===== config.mk =====
export PLATFORM = sky130hd
export DESIGN_NAME = instr_dispatcher
export DESIGN_NICKNAME = d
export VERILOG_FILES = /design/src/rtl/instr_dispatcher_pkg.sv /design/src/rtl/instr_wait_counter.sv /design/src/rtl/instr_dispatcher.sv
export SDC_FILE = /design/constraint.sdc
export NUM_CORES = 1
export LEC_CHECK = 0
export BUFFER_PORTS_ARGS = -buffer_cell sky130_fd_sc_hd__buf_2
export CAP_MARGIN = 20
export CORE_MARGIN = 2
export CORE_UTILIZATION = 45
export DETAILED_ROUTE_END_ITERATION = 12
export GPL_TIMING_DRIVEN = 0
export MAX_ROUTING_LAYER = met4
export PLACE_DENSITY = 0.7
export SLEW_MARGIN = 20
export SYNTH_ARGS = -nofsm -noshare
export SYNTH_HDL_FRONTEND = slang
export SYNTH_SLANG_ARGS = --single-unit

===== constraint.sdc =====
create_clock -name clk -period 2.2 [get_ports clk]
set_input_delay 0.44 -clock clk [delete_from_list [all_inputs] [get_ports clk]]
set_output_delay 0.44 -clock clk [all_outputs]
set_load 0.1 [all_outputs]

===== src/rtl/instr_dispatcher_pkg.sv =====
// Shared SoftMC instruction encoding: field widths, opcode position and values,
// and the dispatcher state type.
package instr_dispatcher_pkg;

    localparam int SMC_INSTR_WIDTH  = 32;
    localparam int SMC_WAIT_WIDTH   = 28;
    localparam int SMC_OPCODE_LSB   = 28;
    localparam int SMC_OPCODE_WIDTH = 4;

    localparam logic [SMC_OPCODE_WIDTH-1:0] OP_END  = 4'h0;
    localparam logic [SMC_OPCODE_WIDTH-1:0] OP_WAIT = 4'h1;
    localparam logic [SMC_OPCODE_WIDTH-1:0] OP_DDR  = 4'h4;

    typedef enum logic [1:0] {
        ST_IDLE,
        ST_FETCH,
        ST_WAIT,
        ST_DONE
    } state_e;

    function automatic logic [SMC_OPCODE_WIDTH-1:0] get_opcode(
        input logic [SMC_INSTR_WIDTH-1:0] instr
    );
        return instr[SMC_OPCODE_LSB +: SMC_OPCODE_WIDTH];
    endfunction

endpackage


===== src/rtl/instr_wait_counter.sv =====
// Down-counter for WAIT expansion: loaded with N-1, flags expiry when it
// reaches 1 and parks at 0, so even the largest WAIT count cannot wrap.
module instr_wait_counter
    import instr_dispatcher_pkg::*;
#(
    parameter int WIDTH = SMC_WAIT_WIDTH
) (
    input  logic             clk,
    input  logic             rst,
    input  logic             load,
    input  logic [WIDTH-1:0] count_in,
    output logic             expire
);

    logic [WIDTH-1:0] r_count;

    always_ff @(posedge clk or posedge rst) begin
        if (rst) begin
            r_count <= '0;
        end else if (load) begin
            r_count <= count_in;
        end else if (r_count != '0) begin
            r_count <= r_count - WIDTH'(1);
        end
    end

    assign expire = (r_count == WIDTH'(1));

endmodule


===== src/rtl/instr_dispatcher.sv =====
// Pops SoftMC instructions, forwards DDR commands as registered dec_en pulses,
// expands WAITs into idle slots and ends on END. Optional: SOFTMC_ILLEGAL_OP_EN.
module instr_dispatcher
    import instr_dispatcher_pkg::*;
#(
    parameter int INSTR_WIDTH = SMC_INSTR_WIDTH,
    parameter int WAIT_WIDTH  = SMC_WAIT_WIDTH
) (
    input  logic                   clk,
    input  logic                   rst,
    input  logic                   start,
    input  logic [INSTR_WIDTH-1:0] instr_in,
    input  logic                   instr_valid,
    output logic                   instr_ready,
    output logic                   dec_en,
    output logic [INSTR_WIDTH-1:0] dec_instr,
    output logic                   busy,
    output logic                   done,
    output logic                   err_illegal
);

    state_e                      r_state;
    state_e                      w_next_state;
    logic                        r_instr_ready;
    logic                        r_dec_en;
    logic [INSTR_WIDTH-1:0]      r_dec_instr;
    logic                        r_busy;
    logic                        r_done;
    logic                        w_accept;
    logic                        w_forward;
    logic                        w_cnt_load;
    logic                        w_cnt_expire;
    logic                        w_wait_long;
    logic [SMC_OPCODE_WIDTH-1:0] w_opcode;
    logic [WAIT_WIDTH-1:0]       w_wait_n;
`ifdef SOFTMC_ILLEGAL_OP_EN
    logic                        w_flag_illegal;
    logic                        r_err_illegal;
`endif

    // instr_ready is high exactly in FETCH, so this is the pop handshake.
    assign w_accept    = r_instr_ready & instr_valid;
    assign w_opcode    = get_opcode(instr_in);
    assign w_wait_n    = instr_in[WAIT_WIDTH-1:0];
    assign w_wait_long = (w_wait_n > WAIT_WIDTH'(1));

    instr_wait_counter #(
        .WIDTH(WAIT_WIDTH)
    ) u_wait_counter (
        .clk     (clk),
        .rst     (rst),
        .load    (w_cnt_load),
        .count_in(w_wait_n - WAIT_WIDTH'(1)),
        .expire  (w_cnt_expire)
    );

    always_comb begin
        // NOTE: every signal driven here gets a default first, so no path can infer a latch.
        w_next_state = r_state;
        w_forward    = 1'b0;
        w_cnt_load   = 1'b0;
`ifdef SOFTMC_ILLEGAL_OP_EN
        w_flag_illegal = 1'b0;
`endif
        case (r_state)
            ST_IDLE: begin
                if (start) w_next_state = ST_FETCH;
            end
            ST_FETCH: begin
                if (w_accept) begin
                    if (w_opcode == OP_DDR) begin
                        w_forward = 1'b1;
                    end else if (w_opcode == OP_WAIT) begin
                        // WAIT 0 and WAIT 1 both cost exactly the one slot spent accepting them.
                        if (w_wait_long) begin
                            w_next_state = ST_WAIT;
                            w_cnt_load   = 1'b1;
                        end
                    end else if (w_opcode == OP_END) begin
                        w_next_state = ST_DONE;
                    end
`ifdef SOFTMC_ILLEGAL_OP_EN
                    else begin
                        w_next_state   = ST_DONE;
                        w_flag_illegal = 1'b1;
                    end
`endif
                end
            end
            ST_WAIT: begin
                if (w_cnt_expire) w_next_state = ST_FETCH;
            end
            ST_DONE: begin
                w_next_state = ST_IDLE;
            end
            default: begin
                w_next_state = ST_IDLE;
            end
        endcase
    end

    // Outputs are registered from the next state so the decoder sees clean flops.
    always_ff @(posedge clk or posedge rst) begin
        if (rst) begin
            r_state       <= ST_IDLE;
            r_instr_ready <= 1'b0;
            r_dec_en      <= 1'b0;
            r_dec_instr   <= '0;
            r_busy        <= 1'b0;
            r_done        <= 1'b0;
        end else begin
            // NOTE: state and output registers use non-blocking assignments so all flops update together.
            r_state       <= w_next_state;
            r_instr_ready <= (w_next_state == ST_FETCH);
            r_dec_en      <= w_forward;
            r_busy        <= (w_next_state == ST_FETCH) || (w_next_state == ST_WAIT);
            r_done        <= (w_next_state == ST_DONE);
            if (w_forward) r_dec_instr <= instr_in;
        end
    end

`ifdef SOFTMC_ILLEGAL_OP_EN
    always_ff @(posedge clk or posedge rst) begin
        if (rst) begin
            r_err_illegal <= 1'b0;
        end else if ((r_state == ST_IDLE) && start) begin
            r_err_illegal <= 1'b0;
        end else if (w_flag_illegal) begin
            r_err_illegal <= 1'b1;
        end
    end

    assign err_illegal = r_err_illegal;
`else
    assign err_illegal = 1'b0;
`endif

    assign instr_ready = r_instr_ready;
    assign dec_en      = r_dec_en;
    assign dec_instr   = r_dec_instr;
    assign busy        = r_busy;
    assign done        = r_done;

endmodule


# Yosys cells after proc, flatten, opt, wreduce, memory -nomap -nowiden
# Index checks and enable logic that the tools add are counted.
[word_totals]
register_bits = 66
input_bits = 36
out_inout_bits = 37
elab_cells = 43
[classes]
addsub = 2
magnitude_cmp = 1
eq_ne = 9
mux = 18
bitwise = 1
reduce_logical = 5
[ops]
columns = ["op", "count"]
rows = [
  ["$mux 28", 2],
  ["$sub 28x1->28 const B", 2],
  ["$eq 28x1->1 const B", 1],
  ["$gt 28x1->1 const B", 1],
  ["$reduce_bool 28->1", 1],
  ["$mux 2", 7],
  ["$eq 2x2->1 const B", 4],
  ["$mux 1", 8],
  ["$pmux 2 s4", 1],
  ["$eq 2x1->1 const B", 2],
  ["$eq 4x1->1 const B", 1],
  ["$eq 4x3->1 const B", 1],
  ["$logic_not 4->1", 1],
  ["$logic_not 2->1", 1],
  ["$reduce_bool 2->1", 1],
  ["$and 1x1->1", 1],
  ["$logic_or 1x1->1", 1],
]

# Longest topological paths before layout
[depth]
word_depth = 8
mapped_depth = 9
depth_no_buf = 9

# Cells and area by module
# From an unflattened synthesis, not the netlist that was laid out.
[unflattened]
cells_unflattened = 377
area_unflattened_um2 = 3847.4
[by_module_without_submodules]
columns = ["module", "n_inst", "cells_each", "area_per_inst_um2"]
rows = [
  ["instr_dispatcher", 1, 178, 2047.0],
  ["instr_wait_counter", 1, 199, 1800.5],
]

# Worst setup path after synthesis
# No wires, ideal clock.
[synth_timing]
path_kind = "register to register"
from = "reg u_wait_counter.r_count[16]"
to = "reg r_busy (netlist: busy)"
setup_ns = 0.063
t_arrival_ns = 2.397
slack_ns = -0.260
stages_incl_launch_ff = 9
path_cell_list = "dfrtp_1 > or4_1 > buf_2 > or4_4 > nor3_2 > mux2i_1 > o22ai_1 > ha_1 > inv_1"
[synth_between]
elab_chain_cells = 5
elab_cells_between_ends = 6
classes_between = "eq/ne: 3; mux: 2; reduce/logical: 1"
[synth_lines]
columns = ["item", "line", "rtl"]
rows = [
  ["start: declaration", "instr_wait_counter.sv:15", "logic [WIDTH-1:0] r_count;"],
  ["start signal: assignment", "instr_wait_counter.sv:21", "r_count <= count_in;"],
  ["start signal: assignment", "instr_wait_counter.sv:23", "r_count <= r_count - WIDTH'(1);"],
  ["$eq 28x1->1 (*)", "instr_wait_counter.sv:27", "assign expire = (r_count == WIDTH'(1));"],
  ["$mux 2 (*)", "instr_dispatcher.sv:91", "if (w_cnt_expire) w_next_state = ST_FETCH;"],
  ["$pmux 2 s4 (*)", "instr_dispatcher.sv:65", "case (r_state)"],
  ["named net w_next_state[0]", "instr_dispatcher.sv:23", "state_e w_next_state;"],
  ["$eq 2x1->1 / $eq 2x2->1 (equally long branches)", "instr_dispatcher.sv:116", "r_busy <= (w_next_state == ST_FETCH) || (w_next_state == ST_WAIT);"],
  ["$logic_or 1x1->1 (*)", "instr_dispatcher.sv:116", ""],
  ["end signal: assignment", "instr_dispatcher.sv:116", ""],
  ["end: declaration", "instr_dispatcher.sv:27", "logic r_busy;"],
]
# Mark *: on every way through the listed nets, which the timed path passes. The rest lies on a longest branch.
# A chain may end at the register's enable or synchronous reset.

# Worst setup path after layout
[layout_timing]
from = "reg u_wait_counter.r_count[23]"
to = "reg r_busy (netlist: busy)"
# Same word-level chain as after synthesis.

==> reports/metrics.csv <==
metric,value,unit
outcome,"complete, but fails checks",
failing checks,negative setup slack,
Clock Pin Slew Worst Setup and Hold Paths,70,ps
top_reg_cell synth,dfrtp_1,
Final setup viols,2,
CTS root buf,clkbuf_8,
worst r2r dst,busy,
"Async S/R FF share, synth",100,%
CTS tree,done,
critical path depth,7,
starting density of the core,46.1,%
post-synth design cell area,0.00377,mm^2
TritonCTS buffer count,9,
Die Span Y,95.5,um
critical path's slowest cell,or4_4,
initial antenna violation count,0,
diodes inserted,0,
"EDFF count, synth",0,
post-synth net total,401,
layout cells sized above 1,39.4,%
vias in the first global route,3070,
drt wl/cell,16.5,um
H-tree depth,3,
Hold Path Class,input pin to asynchronous set/reset pin,
RSZ-0062 raised after global routing,true,
worst r2r src,u_wait_counter.r_count[23],
Critical Path Source,u_wait_counter.r_count[23],
DRT Wirelength,9350,um
mean post-synth cell area,10.5,um^2
MaxCap Viol Count,0,
worst vdd ir,1.10,mV
pwr/cell area,1440,mW/mm^2
Yosys top cell by area,dfrtp_1,
Area contributors post-synth,"dfrtp_1 44%, mux2_2 8.1%, xnor2_1 6.7%, mux2i_1 4.2%, nor4_1 2.7%",
part of the power in registers,32.1,%
final net count,499,
Pleak,0.00213,uW
total grt overflow,0,
FMAX,0.438,GHz
fin crit share,104,%
"most used cell, CP",or4_4,
FF-to-FF setup slack,-90,ps
"Clk Latency, worst-skew pair",340,ps
Switching Share,54.1,%
Mapped Cells,359,
Worst Tran Pin Value,569,ps
Antenna Violating Nets Remaining,0,
Vias,3133,
unique cell type count in the Yosys netlist,52,
Total GRT Usage,22.3,%
num rows,33,
GP Congestion,0.911,
Layout Cells excl Fill,567,
Synth top area share,43.8,%
clk buf depth,2,
Comb power frac,55.3,%
DPL Wire Length,6710,um
yosys warns,0,
clk sinks,66,
kind of cell adding the most delay to the critical path,simple AND/OR/NAND/NOR gates,
Final Core Density,58.5,%
PortBufs,71,
Final Hold Viols,0,
Placed Cells,536,
WS Path Type,flop to flop,
Worst Setup Start Kind,flop,
core area,0.00818,mm^2
most numerous cell in the Yosys netlist,dfrtp_1,
clock skew,5.06,ps
"FF+latch count, synth",66,
first-pass GRT wire length,15200,um
Via density,5.53,
Iteration-0 DRC Markers,191,
Slew Limit Fails,0,
max_slew headroom,61.9,%
CP Cell Sequence,or4_4 -> or4_4 -> nor3_4 -> mux2i_1 -> o22ai_2 -> ha_1 -> inv_1,
First-pass DRT Iterations,4,
largest net degree at the start of global routing,39,
Critical Path RT,2480,ps
min Tclk post-route,2290,ps
DRC Markers,0,
max incr delay on CP,550,ps
CP bufs+invs,1,
crit end category,flop,
sequential fraction of the synthesis area,43.8,%
reg2reg path depth,7,
switching pwr,3740,uW
CTS Hold Bufs,0,
Worst setup endpoint,busy,
Clock Power Share,12.7,%
die area,0.00912,mm^2
Die W,95.5,um
"critical path fanouts, max",3,
Post-synth top cells,"66 x dfrtp_1, 29 x xnor2_1, 27 x mux2_2",
CP arrival,2570,ps
Area Growth Syn to Fin,26.9,%
setup ws final,-85.3,ps
io pins,73,
Int Pwr,3170,uW
## power by group through the flow
stage               Sequential, uW  Combinational, uW  Clock, uW
floorplan                     4070               1060          0
global placement              2150               3560          0
detailed placement            2180               3600          0
CTS                           2180               3730        901
global route                  2280               4030        949
finish                        2210               3810        874
## worst min path at each step
stage	cells after the start	start	slack, ps	end
global route	2	rst	100	dec_instr[14]
detailed placement	2	rst	450	dec_instr[14]
floorplan	1	r_state[0]	500	r_state[0]
finish	2	rst	80	dec_instr[14]
global placement	1	dec_instr[30]	450	dec_instr[30]
CTS	2	rst	70	dec_instr[14]
## through the flow
stage | setup TNS, ps | hold WS [ps] | power [uW] | setup slack, ps | area, um^2
2_1_floorplan | -163 | 501 | 5130 | -122 | 3780
3_3_place_gp | -58140 | 449 | 5710 | -915 | 4270
3_5_place_dp | -12070 | 447 | 5780 | -535 | 4290
4_1_cts | -767 | 71.5 | 6820 | -174 | 4620
5_1_grt | -446 | 96.7 | 7260 | -188 | 4780
6_report | -135 | 77.5 | 6900 | -85.3 | 4780
## layout by cell type, fill, tap and decap left out, types with 4 or more instances in the layout
cell	Yosys	routed
clkbuf_1	9	5
nor4_1	16	10
xnor2_1	29	29
nor3_1	19	16
nor4_4	1	7
mux2_2	27	27
nand3_1	16	15
nand4_1	6	6
a21oi_1	6	6
nand2b_1	6	6
xor2_1	9	9
mux2i_1	16	16
clkbuf_8	0	10
nor4_2	5	5
nor2_1	21	21
or4_4	1	5
dfrtp_1	66	64
buf_4	2	21
nand2_1	13	13
or3_1	6	5
buf_2	4	72
ha_1	6	4
inv_1	7	5
o21ai_0	19	18
o31a_1	5	5
## flip-flops by register name (all words and copies together), names as in the netlist
| signal | count |
|---|---|
| r_state | 2 |
| u_wait_counter.r_count | 28 |
| dec_instr | 32 |
| dec_en | 1 |
| busy | 1 |
| instr_ready | 1 |
| done | 1 |
## area by class of cell
cell class	instances	area [um^2]
Fill cell	692	3390
Multi-Input combinational cell	271	2210
Sequential cell	66	1650
Timing Repair Buffer	92	529
Clock buffer	13	149
Tap cell	105	131
Buffer	10	67.6
Inverter	7	28.8
Clock inverter	3	15.0
## cells by family (layout without fill, tap and decap cells)
logic type / Yosys count / after routing / synth area share, %
other: 1 / 1 / 0.0995
DFF: 66 / 66 / 43.8
adders and majority gates: 6 / 6 / 1.99
and+or+nand+nor: 135 / 135 / 21.5
xor gates and xnor gates: 38 / 38 / 8.83
AOI/OAI and AO/OA: 47 / 47 / 8.47
buffers and inverters: 22 / 125 / 2.52
muxes: 44 / 44 / 12.7
## repair_timing
| action | CTS | global route |
|---|---|---|
| endpoints found under the setup margin | 28 | 43 |
| pin swaps | 7 | 8 |
| gates resized for setup | 16 | 34 |
| setup buffers | 13 | 7 |
## metal layers
metal | GRT usage [%] | routed length, um | part of all wire [%] | vias up
li1 | - | - | - | 1515
met1 | 30.0 | 4260 | 46 | 1505
met2 | 33.5 | 4440 | 48 | 93
met3 | 4.51 | 456 | 4.9 | 20
met4 | 8.21 | 188 | 2.0 | 0
met5 | - | 0 | 0 | -
Power figures use the tool's default switching activity.
